**src/rtl/af_pkg.sv**
```systemverilog
// Auto-focus sweep sequencer: shared state encoding and parameter defaults.
package af_pkg;

   typedef enum logic [2:0] {
      ST_IDLE,
      ST_WRITE,
      ST_SETTLE,
      ST_MEASURE,
      ST_NEXT,
      ST_FINAL
   } state_e;

   localparam int unsigned POS_W_DEF         = 10;
   localparam int unsigned POS_MIN_DEF       = 0;
   localparam int unsigned POS_MAX_DEF       = 1023;
   localparam int unsigned STEP_DEF          = 64;
   localparam int unsigned SETTLE_FRAMES_DEF = 2;
   localparam int unsigned FV_W_DEF          = 32;
   localparam int unsigned TIMEOUT_DEF       = 50000;

endpackage

```
**src/rtl/af_sweep_ctrl_if.sv**
```systemverilog
// VCM position-write handshake towards the I2C master.
//   vcm_req : write request, held until ack or timeout
//   vcm_pos : position to write, stable while vcm_req=1
//   vcm_ack : one-cycle write-complete pulse
interface af_sweep_ctrl_if
   import af_pkg::*;
#(
   parameter int unsigned POS_W = POS_W_DEF
) ();

   logic             vcm_req;
   logic [POS_W-1:0] vcm_pos;
   logic             vcm_ack;

   modport master (output vcm_req, output vcm_pos, input vcm_ack);
   modport slave  (input vcm_req, input vcm_pos, output vcm_ack);

endinterface

```
**src/rtl/af_peak_tracker.sv**
```systemverilog
// Keeps the sharpest (position, focus value) pair seen since the last clear.
//   clr_i        : forget all samples
//   load_i       : a new sample (pos_i, value_i) is offered this cycle
//   best_pos_o   : position of the best sample
//   best_value_o : focus value of the best sample
module af_peak_tracker
   import af_pkg::*;
#(
   parameter int unsigned POS_W = POS_W_DEF,
   parameter int unsigned FV_W  = FV_W_DEF
) (
   input  logic             clk,
   input  logic             reset_n,
   input  logic             clr_i,
   input  logic             load_i,
   input  logic [POS_W-1:0] pos_i,
   input  logic [FV_W-1:0]  value_i,
   output logic [POS_W-1:0] best_pos_o,
   output logic [FV_W-1:0]  best_value_o
);

   logic             has_q, has_d;
   logic [POS_W-1:0] pos_q, pos_d;
   logic [FV_W-1:0]  val_q, val_d;

   // Strictly greater replaces, so ties keep the earlier (lower) position.
   always_comb begin
      has_d = has_q;
      pos_d = pos_q;
      val_d = val_q;
      if (clr_i) begin
         has_d = 1'b0;
         pos_d = '0;
         val_d = '0;
      end else if (load_i && (!has_q || (value_i > val_q))) begin
         has_d = 1'b1;
         pos_d = pos_i;
         val_d = value_i;
      end
   end

   always_ff @(posedge clk) begin
      if (!reset_n) begin
         has_q <= 1'b0;
         pos_q <= '0;
         val_q <= '0;
      end else begin
         has_q <= has_d;
         pos_q <= pos_d;
         val_q <= val_d;
      end
   end

   assign best_pos_o   = pos_q;
   assign best_value_o = val_q;

endmodule

```
**src/rtl/af_sweep_ctrl.sv**
```systemverilog
// Auto-focus sweep sequencer: steps the VCM from POS_MIN to POS_MAX by STEP,
// samples focus after settling, then parks the lens at the sharpest position.
//   start/abort  : one-cycle control pulses
//   frame_done   : frame-end pulse, focus_value valid with it
//   vcm          : position-write handshake (master side)
//   busy/done    : sweep in progress / final write acknowledged
//   error        : sticky ack timeout, cleared by the next accepted start
//   best_pos/best_value : sharpest sample of the sweep
module af_sweep_ctrl
   import af_pkg::*;
#(
   parameter int unsigned POS_W         = POS_W_DEF,
   parameter int unsigned POS_MIN       = POS_MIN_DEF,
   parameter int unsigned POS_MAX       = POS_MAX_DEF,
   parameter int unsigned STEP          = STEP_DEF,
   parameter int unsigned SETTLE_FRAMES = SETTLE_FRAMES_DEF,
   parameter int unsigned FV_W          = FV_W_DEF,
   parameter int unsigned TIMEOUT       = TIMEOUT_DEF
) (
   input  logic              clk,
   input  logic              reset_n,
   input  logic              start,
   input  logic              abort,
   input  logic              frame_done,
   input  logic [FV_W-1:0]   focus_value,
   af_sweep_ctrl_if.master   vcm,
   output logic              busy,
   output logic              done,
   output logic              error,
   output logic [POS_W-1:0]  best_pos,
   output logic [FV_W-1:0]   best_value
);

   localparam int unsigned POS_W1 = POS_W + 1;
   localparam int unsigned TO_W   = $clog2(TIMEOUT + 1);
   localparam int unsigned SC_W   = (SETTLE_FRAMES < 2) ? 1 : $clog2(SETTLE_FRAMES + 1);

   state_e           state_q, state_d;
   logic [POS_W-1:0] cur_q, cur_d;
   logic [POS_W-1:0] pos_q, pos_d;
   logic             req_q, req_d;
   logic [TO_W-1:0]  to_q, to_d;
   logic [SC_W-1:0]  settle_q, settle_d;
   logic             abort_pend_q, abort_pend_d;
   logic             busy_q, busy_d;
   logic             done_q, done_d;
   logic             error_q, error_d;
   logic             trk_clr_c, trk_load_c;
   logic             ack_c, timeout_c;
   logic [POS_W1-1:0] next_pos_c;

   // Extra bit so the increment can never wrap past the top of the range.
   assign next_pos_c = POS_W1'(cur_q) + POS_W1'(STEP);
   assign ack_c      = req_q && vcm.vcm_ack;
   assign timeout_c  = req_q && !vcm.vcm_ack && (to_q == TO_W'(TIMEOUT - 1));

   always_comb begin
      state_d      = state_q;
      cur_d        = cur_q;
      pos_d        = pos_q;
      req_d        = req_q;
      to_d         = req_q ? (to_q + TO_W'(1)) : '0;
      settle_d     = settle_q;
      abort_pend_d = abort_pend_q;
      done_d       = 1'b0;
      error_d      = error_q;
      trk_clr_c    = 1'b0;
      trk_load_c   = 1'b0;
      unique case (state_q)
         ST_IDLE: begin
            if (start) begin
               state_d      = ST_WRITE;
               error_d      = 1'b0;
               trk_clr_c    = 1'b1;
               settle_d     = '0;
               abort_pend_d = 1'b0;
               cur_d        = POS_W'(POS_MIN);
               pos_d        = POS_W'(POS_MIN);
               req_d        = 1'b1;
               to_d         = '0;
            end
         end
         ST_WRITE, ST_FINAL: begin
            // Ack wins over timeout; a pending or coincident abort turns the ack into an exit.
            if (ack_c) begin
               req_d = 1'b0;
               if (abort_pend_q || abort) begin
                  state_d = ST_IDLE;
               end else if (state_q == ST_FINAL) begin
                  state_d = ST_IDLE;
                  done_d  = 1'b1;
               end else if (SETTLE_FRAMES == 0) begin
                  state_d = ST_MEASURE;
               end else begin
                  state_d  = ST_SETTLE;
                  settle_d = '0;
               end
            end else if (timeout_c) begin
               req_d   = 1'b0;
               error_d = 1'b1;
               state_d = ST_IDLE;
            end else if (abort) begin
               abort_pend_d = 1'b1;
            end
         end
         ST_SETTLE: begin
            if (abort) begin
               state_d = ST_IDLE;
            end else if (frame_done) begin
               if (settle_q == SC_W'(SETTLE_FRAMES - 1)) begin
                  state_d  = ST_MEASURE;
                  settle_d = '0;
               end else begin
                  settle_d = settle_q + SC_W'(1);
               end
            end
         end
         ST_MEASURE: begin
            if (abort) begin
               state_d = ST_IDLE;
            end else if (frame_done) begin
               trk_load_c = 1'b1;
               state_d    = ST_NEXT;
            end
         end
         ST_NEXT: begin
            req_d = 1'b1;
            if (next_pos_c > POS_W1'(POS_MAX)) begin
               state_d = ST_FINAL;
               pos_d   = best_pos;
            end else begin
               state_d = ST_WRITE;
               cur_d   = POS_W'(next_pos_c);
               pos_d   = POS_W'(next_pos_c);
            end
         end
         default: begin
            state_d = ST_IDLE;
            req_d   = 1'b0;
         end
      endcase
      busy_d = (state_d != ST_IDLE);
   end

   always_ff @(posedge clk) begin
      if (!reset_n) begin
         state_q      <= ST_IDLE;
         cur_q        <= '0;
         pos_q        <= '0;
         req_q        <= 1'b0;
         to_q         <= '0;
         settle_q     <= '0;
         abort_pend_q <= 1'b0;
         busy_q       <= 1'b0;
         done_q       <= 1'b0;
         error_q      <= 1'b0;
      end else begin
         state_q      <= state_d;
         cur_q        <= cur_d;
         pos_q        <= pos_d;
         req_q        <= req_d;
         to_q         <= to_d;
         settle_q     <= settle_d;
         abort_pend_q <= abort_pend_d;
         busy_q       <= busy_d;
         done_q       <= done_d;
         error_q      <= error_d;
      end
   end

   af_peak_tracker #(
      .POS_W (POS_W),
      .FV_W  (FV_W)
   ) u_peak (
      .clk          (clk),
      .reset_n      (reset_n),
      .clr_i        (trk_clr_c),
      .load_i       (trk_load_c),
      .pos_i        (cur_q),
      .value_i      (focus_value),
      .best_pos_o   (best_pos),
      .best_value_o (best_value)
   );

   assign vcm.vcm_req = req_q;
   assign vcm.vcm_pos = pos_q;
   assign busy        = busy_q;
   assign done        = done_q;
   assign error       = error_q;

endmodule
```
**src/flat_wrapper.sv**
```systemverilog
// flat-port wrapper written by rule: the top's interface ports become plain ports
module af_sweep_ctrl_flat import af_pkg::*;
#(
   parameter int unsigned POS_W         = POS_W_DEF,
   parameter int unsigned POS_MIN       = POS_MIN_DEF,
   parameter int unsigned POS_MAX       = POS_MAX_DEF,
   parameter int unsigned STEP          = STEP_DEF,
   parameter int unsigned SETTLE_FRAMES = SETTLE_FRAMES_DEF,
   parameter int unsigned FV_W          = FV_W_DEF,
   parameter int unsigned TIMEOUT       = TIMEOUT_DEF
)
  (clk, reset_n, start, abort, frame_done, focus_value, busy, done, error, best_pos, best_value, vcm_vcm_req, vcm_vcm_pos, vcm_vcm_ack);
  af_sweep_ctrl_if #(.POS_W(POS_W)) vcm_i ();
  input  logic clk;
  input  logic reset_n;
  input  logic start;
  input  logic abort;
  input  logic frame_done;
  input  logic [FV_W-1:0] focus_value;
  output logic busy;
  output logic done;
  output logic error;
  output logic [POS_W-1:0] best_pos;
  output logic [FV_W-1:0] best_value;
  output wire logic [$bits(vcm_i.vcm_req)-1:0] vcm_vcm_req;
  output wire logic [$bits(vcm_i.vcm_pos)-1:0] vcm_vcm_pos;
  input wire logic [$bits(vcm_i.vcm_ack)-1:0] vcm_vcm_ack;
  assign vcm_vcm_req = vcm_i.vcm_req;
  assign vcm_vcm_pos = vcm_i.vcm_pos;
  assign vcm_i.vcm_ack = vcm_vcm_ack;
  af_sweep_ctrl #(.POS_W(POS_W), .POS_MIN(POS_MIN), .POS_MAX(POS_MAX), .STEP(STEP), .SETTLE_FRAMES(SETTLE_FRAMES), .FV_W(FV_W), .TIMEOUT(TIMEOUT)) u_core (.clk(clk), .reset_n(reset_n), .start(start), .abort(abort), .frame_done(frame_done), .focus_value(focus_value), .vcm(vcm_i), .busy(busy), .done(done), .error(error), .best_pos(best_pos), .best_value(best_value));
endmodule
```
**config.mk**
```make
export PLATFORM = sky130hd
export DESIGN_NAME = af_sweep_ctrl_flat
export DESIGN_NICKNAME = d
export VERILOG_FILES = /design/src/rtl/af_pkg.sv /design/src/rtl/af_sweep_ctrl_if.sv /design/src/rtl/af_peak_tracker.sv /design/src/rtl/af_sweep_ctrl.sv /design/src/flat_wrapper.sv
export SDC_FILE = /design/constraint.sdc
export NUM_CORES = 1
export LEC_CHECK = 0
export ABC_AREA = 0
export BUFFER_PORTS_ARGS = -buffer_cell sky130_fd_sc_hd__buf_2
export CAP_MARGIN = 20
export CELL_PAD_IN_SITES_DETAIL_PLACEMENT = 0
export CELL_PAD_IN_SITES_GLOBAL_PLACEMENT = 1
export CORE_UTILIZATION = 43
export CTS_BUF_LIST = sky130_fd_sc_hd__clkbuf_16
export DETAILED_ROUTE_END_ITERATION = 7
export PLACE_DENSITY_LB_ADDON = 0.1
export SLEW_MARGIN = 10
export SYNTH_ARGS = -nofsm -noshare
export SYNTH_HDL_FRONTEND = slang
export SYNTH_SLANG_ARGS = --single-unit
```
**constraint.sdc**
```tcl
create_clock -name clk -period 5.15 [get_ports clk]
set_clock_uncertainty 0.15 [all_clocks]
set_input_delay 1.2875 -clock clk [delete_from_list [all_inputs] [get_ports clk]]
set_output_delay 1.2875 -clock clk [all_outputs]
set_load 0.02 [all_outputs]
```
After elaboration in Yosys (flattened, before gate mapping)
Cells that the tools add are included.
{"block": "op_classes", "n_eq_ne": 19, "n_lt_le_gt_ge": 2, "n_reduce_logical": 23, "add_sub_neg": 3, "n_mux": 46, "bitwise_logic": 4}
{"operator": "2-to-1 mux 16 bit", "count": 3}
{"operator": "one-hot mux 10 bit (2 select lines)", "count": 2}
{"operator": "greater-than comparator 32 bit", "count": 1}
{"operator": "2-to-1 mux 10 bit", "count": 3}
{"operator": "2-to-1 mux 3 bit", "count": 10}
{"operator": "!= test 2 bit, second input constant", "count": 9}
{"operator": "adder 16 x 1 -> 16 bit, second input constant", "count": 1}
{"operator": "equality test 16 bit, second input constant", "count": 1}
{"operator": "2-to-1 mux 2 bit", "count": 8}
{"operator": "2-to-1 mux 1 bit", "count": 15}
{"operator": "one-hot mux 3 bit (5 select lines)", "count": 1}
{"operator": "adder 10 x 7 -> 11 bit, second input constant", "count": 1}
{"operator": "greater-than comparator 11 x 10 -> 1 bit, second input constant", "count": 1}
{"operator": "AND reduction 7 bit", "count": 1}
{"operator": "equality test 3 x 2 -> 1 bit, second input constant", "count": 2}
{"operator": "equality test 3 bit, second input constant", "count": 2}
{"operator": "one-hot mux 2 bit (3 select lines)", "count": 1}
{"operator": "AND reduction 3 bit", "count": 2}
{"operator": "nonzero test 3 bit", "count": 2}
{"operator": "OR reduction 2 bit", "count": 3}
{"operator": "AND reduction 5 bit", "count": 1}
{"operator": "logical AND 1 bit", "count": 4}
{"operator": "!= test 2 x 1 -> 1 bit, second input constant", "count": 2}
{"operator": "inverter 1 bit", "count": 4}
{"operator": "13 further kinds", "count": 17}
{"block": "totals", "elab_cells": 110, "out_inout_bits": 56, "input_bits": 38, "ff_bits": 89}

Logic depth before layout (Yosys ltp)
{"block": "logic_depth", "word_depth": 7, "ltp_mapped": 9, "depth_no_buf": 8}

Modules after synthesis
A second synthesis with hierarchy kept.
{"block": "hier_totals", "cells_unflattened": 514, "hier_area_um2": 4398.0}
{"mod": "af_peak_tracker", "cells_each": 298, "area_each_um2": 2527.4, "n_inst": 1}
{"mod": "af_sweep_ctrl", "cells_each": 216, "area_each_um2": 1870.5, "n_inst": 1}

Least setup slack after synthesis
OpenSTA, ideal clock, no wires.
{"block": "synth_path", "kind": "input-to-reg", "from": "in focus_value[14]", "to": "reg u_core.u_peak.pos_q[6] (netlist: u_core.u_peak.best_pos_o[6])", "cell_stages": 8, "setup_ns": 0.118, "t_arrival_ns": 2.852, "setup_slack_ns": 2.031, "path_buffers": 1, "required_time_ns": 4.882, "cell_sequence": "ha_1 -> nand4_2 -> or3_1 -> o311a_4 -> o31a_4 -> buf_6 -> o21ai_1 -> a21boi_1"}
{"block": "synth_via", "elab_chain_cells": 3}
{"item": "start: declaration", "line_no": "flat_wrapper.sv:19", "text": "input logic [FV_W-1:0] focus_value;"}
{"item": "greater-than comparator 32 bit", "line_no": "af_peak_tracker.sv:35", "text": "end else if (load_i && (!has_q || (value_i > val_q))) begin"}
{"item": "logical OR 1 bit", "line_no": "af_peak_tracker.sv:35"}
{"item": "logical AND 1 bit", "line_no": "af_peak_tracker.sv:35"}
{"item": "end signal: assignment", "line_no": "af_peak_tracker.sv:49", "text": "pos_q <= pos_d;"}
{"item": "end: declaration", "line_no": "af_peak_tracker.sv:23", "text": "logic [POS_W-1:0] pos_q, pos_d;"}
Every way passes these cells.
A chain may end at the register's enable or synchronous reset.

Worst setup path after layout
{"block": "layout_path", "from": "in focus_value[27]", "to": "reg u_core.u_peak.val_q[27] (netlist: u_core.u_peak.best_value_o[27])"}
{"block": "layout_via", "elab_chain_cells": 3}
{"item": "greater-than comparator 32 bit", "line_no": "af_peak_tracker.sv:35"}
{"item": "logical OR 1 bit", "line_no": "af_peak_tracker.sv:35"}
{"item": "logical AND 1 bit", "line_no": "af_peak_tracker.sv:35"}
{"item": "end signal: assignment", "line_no": "af_peak_tracker.sv:50", "text": "val_q <= val_d;"}
{"item": "end: declaration", "line_no": "af_peak_tracker.sv:24", "text": "logic [FV_W-1:0] val_q, val_d;"}
Parallel ways exist; a longest one is shown, timed or not.

==> impl_results.md <==
* Layout cells sized above 1 at 0.208
* Post-synth ARST share at 0
* Count leader, synth: dfxtp_1
* Synth Cell Area at 4030 sq um
* I/O Buffers at 87
* Vias at 3594
* Synth area leaders: dfxtp_1 (36%), ha_1 (11%), a21boi_1 (6.9%), nand3_1 (6.1%), o21ai_1 (4.7%)
* Core ar. at a little under 9000 sq um
* First-iteration detailed-routing DRC count at 108
* Leakage at a little under 2 nW
* Area after DPL at 4440 sq um
* Reg power frac at 0.439
* Clock power frac at 0.488
* CTS tree: built
* Synth Area in Simple Gates at 0.190
* Post-DP HPWL at 6910 um
* Syn avg cell area at 8.42 sq um
* Post-Synth XOR/XNOR Area at 0.0304
* Reg2reg end: u_core.u_peak.best_value_o[27]
* Hold WC Path Type: reg -> reg
* CP max-delay cell: o21a_1
* Num rows at 34
* Largest net degree at the start of global routing at 41
* Die Footprint at 9770 sq um
* Largest family of logic cells by synthesized area: compound AO/OA/AOI/OAI gates
* Worst skew pair latency at 340 ps
* Max-cap viol count at 0
* H-tree depth at 3
* Final WL at 9700 um
* Post-synthesis sequential area ratio at 0.357
* Worst VDD drop at 170 uV
* Post-Layout Cell Count at 667
* Initial DRT Pass Iterations at 4
* Cell Int Power at 0.000975 W
* Setup crit start kind: input port
* Final Hold Fails at 0
* Clock slew at reported path FFs at 60 ps
* Final ANT Viol Nets at 0
* Switching portion of total power at 0.241
* I/O pin count at 94
* Final setup violation count at 0
* Yosys cell types at 51
* NumNets Final at 627
* Synth Warn # at 0
* CP max stage delay at 600 ps
* Top Family by Delay on Critical Path: compound AO/OA/AOI/OAI gates
* WP data arrival at 3630 ps
* Vias in the first global route at 3529
* Switching pwr at between 0.0003 and 0.0004 W
* Tmin final at 3520 ps
* Seq cells post-synth at 72
* Wirelength per Cell at 14.5 um
* # DRC at 0
* Multiplexer share of the synthesized area at 0.00248
* Synth top cells by count: dfxtp_1 (72), nand3_1 (49), inv_1 (38), o21ai_1 (38), a21boi_1 (37)
* Leading area contributor after synthesis: dfxtp_1
* Root buffer cell: clkbuf_16
* Hold wc startpoint: u_core.to_q[0]
* Clock sinks at 72
* Top_reg_cell synth: dfxtp_1
* RSZ-0062 raised after global routing: false
* Post-Route Setup TNS at 0 ps
* Drt via density at 5.39
* Max FO, Critical Path at 20
* Hold Path Sink: u_core.to_q[0]
* Hold buffer count at CTS at 0
* Slew HR at 0.484
* Comb power frac at 0.073
* Reg2reg path depth at 7
* CP Class: in -> reg
* Die span in y at 98.8 um
* EDFF count, synth at 0
* Antenna violations before repair at 0
* Fmax at 284 MHz
* Gr usage total at 0.210
* Die Span X at 98.8 um
* WHS Path Cells at 1
* Worst hold margin at 286 ps
* Cell count after placement at roughly 650
* Gr ovfl total at 0
* Final weighted congestion in routability-driven placement at 0.790
* FF-to-FF setup slack at 2210 ps
* Crit end category: flip-flop
* Worst-Margin Slew at 774 ps
* Post-synthesis compound-gate area fraction at 0.221
* Cells after Synth at ~480
* CTS buffer count at 9
* Area grow syn2layout at 17.5%
* Deepest clock path buffer count at 2
* Power density cells at around 270 nW/um^2
* Post-synth top area share at 0.357
* Antenna diodes at 0
* Fin. max-slew vios at 0
* First-pass GRT wire length at 16300 um
* R2R Path Start: u_core.state_q[1]
* Post-Synth Adder-Cell Area at 0.109
* Post-CTS Setup Bufs at 0
* CP cell instances: buf_2 > ha_1 > nand4_1 > or2_1 > o22ai_1 > o21a_1 > buf_4 > o21ai_1 > a21boi_1
* Status: complete, no violations
* Fin crit share at 0.683
* Initial core utilization at 0.454
* PostCTS Resize Cnt at 0
* Fin util at 0.533
* Crit path buf inv count at 2
* Final non-filler cell area at 4740 sq um
* WP data required at roughly 5300 ps
-- power by group through the flow --
stage | Clock, W | Combinational, W | Sequential (W)
finish | 0.000626 | 0.0000939 | 0.000565
global route | 0.000665 | 0.000105 | 0.000565
CTS | 0.000641 | 0.0000943 | 0.000565
detailed placement | 0 | 0.0000936 | 0.000577
global placement | 0 | 0.0000923 | 0.000577
floorplan | 0 | 0.0000609 | 0.000576
-- logic make-up (layout without fill, tap and decap cells) --
family,count (synthesis),in the layout
and+or+nand+nor,149,149
AOI/OAI and AO/OA,136,136
DFF,72,72
buffers and inverters,71,146
adders and majority gates,35,35
xor gates and xnor gates,14,14
other,1,6
muxes,1,1
-- area by class of cell --
type	count	area, sq um
Clock buffer	9	225
Clock inverter	7	71.3
Fill cell	913	4150
Inverter	39	146
Multi-Input combinational cell	341	2250
Sequential cell	72	1440
Tap cell	108	135
Timing Repair Buffer	91	465
-- sequential cells by signal, summed over array words and instances, names as in the netlist, 2 cells and up --
name and cells:
u_core.cur_q 4, u_core.settle_q 2, u_core.state_q 3, u_core.to_q 16
u_core.u_peak.best_pos_o 4, u_core.u_peak.best_value_o 32, u_core.vcm.vcm_pos 5
-- worst max path at each step --
stage	end	slack, ps	startpoint	depth (start not counted)
2_1_floorplan	u_core.u_peak.best_pos_o[6]	2030	focus_value[14]	8
5_1_grt	u_core.u_peak.best_value_o[11]	1460	focus_value[19]	9
6_report	u_core.u_peak.best_value_o[27]	1630	focus_value[27]	9
3_3_place_gp	u_core.u_peak.best_value_o[22]	1360	focus_value[19]	9
4_1_cts	u_core.u_peak.best_value_o[28]	1650	focus_value[19]	9
3_5_place_dp	u_core.u_peak.best_value_o[27]	1310	focus_value[27]	9
-- stage by stage --
stage / power, W / setup WS [ps]
2_1_floorplan: 0.000637 / 2030
3_3_place_gp: 0.000669 / 1360
3_5_place_dp: 0.000671 / 1310
4_1_cts: 0.00130 / 1650
5_1_grt: 0.00134 / 1460
6_report: 0.00128 / 1630
-- per-layer routing --
layer | GRT usage | wire length [um]
met3 | 0.0426 | 343
met2 | 0.371 | 4790
met4 | 0.0861 | 168
met1 | 0.246 | 4400
met5 | 0 | 0
-- layout by cell type (no fill, tap or decap), types with 4 or more instances in the layout --
cell       count
buf_2         87
dfxtp_1       72
nand3_1       49
inv_1         39
o21ai_1       38
a21boi_1      37
ha_1          35
nor2_1        30
nand2_1       26
a21oi_1       26
and3_1        12
clkbuf_16      9
xnor2_1        8
xor2_1         6
nor3_1         6
conb_1         6
nor2b_1        5
o21ai_0        5
nand4_1        5
o21a_1         4
buf_4          4
-- worst reg2reg max path: stages, from the launching register on --
cell and delay [ps]:
dfxtp_1 530, nor3b_2 310, nand3_1 210, a31oi_1 360, o21a_1 640, buf_4 380
o21ai_1 120, a21boi_1 180
Note: power is estimated with default switching activity, not from simulation.
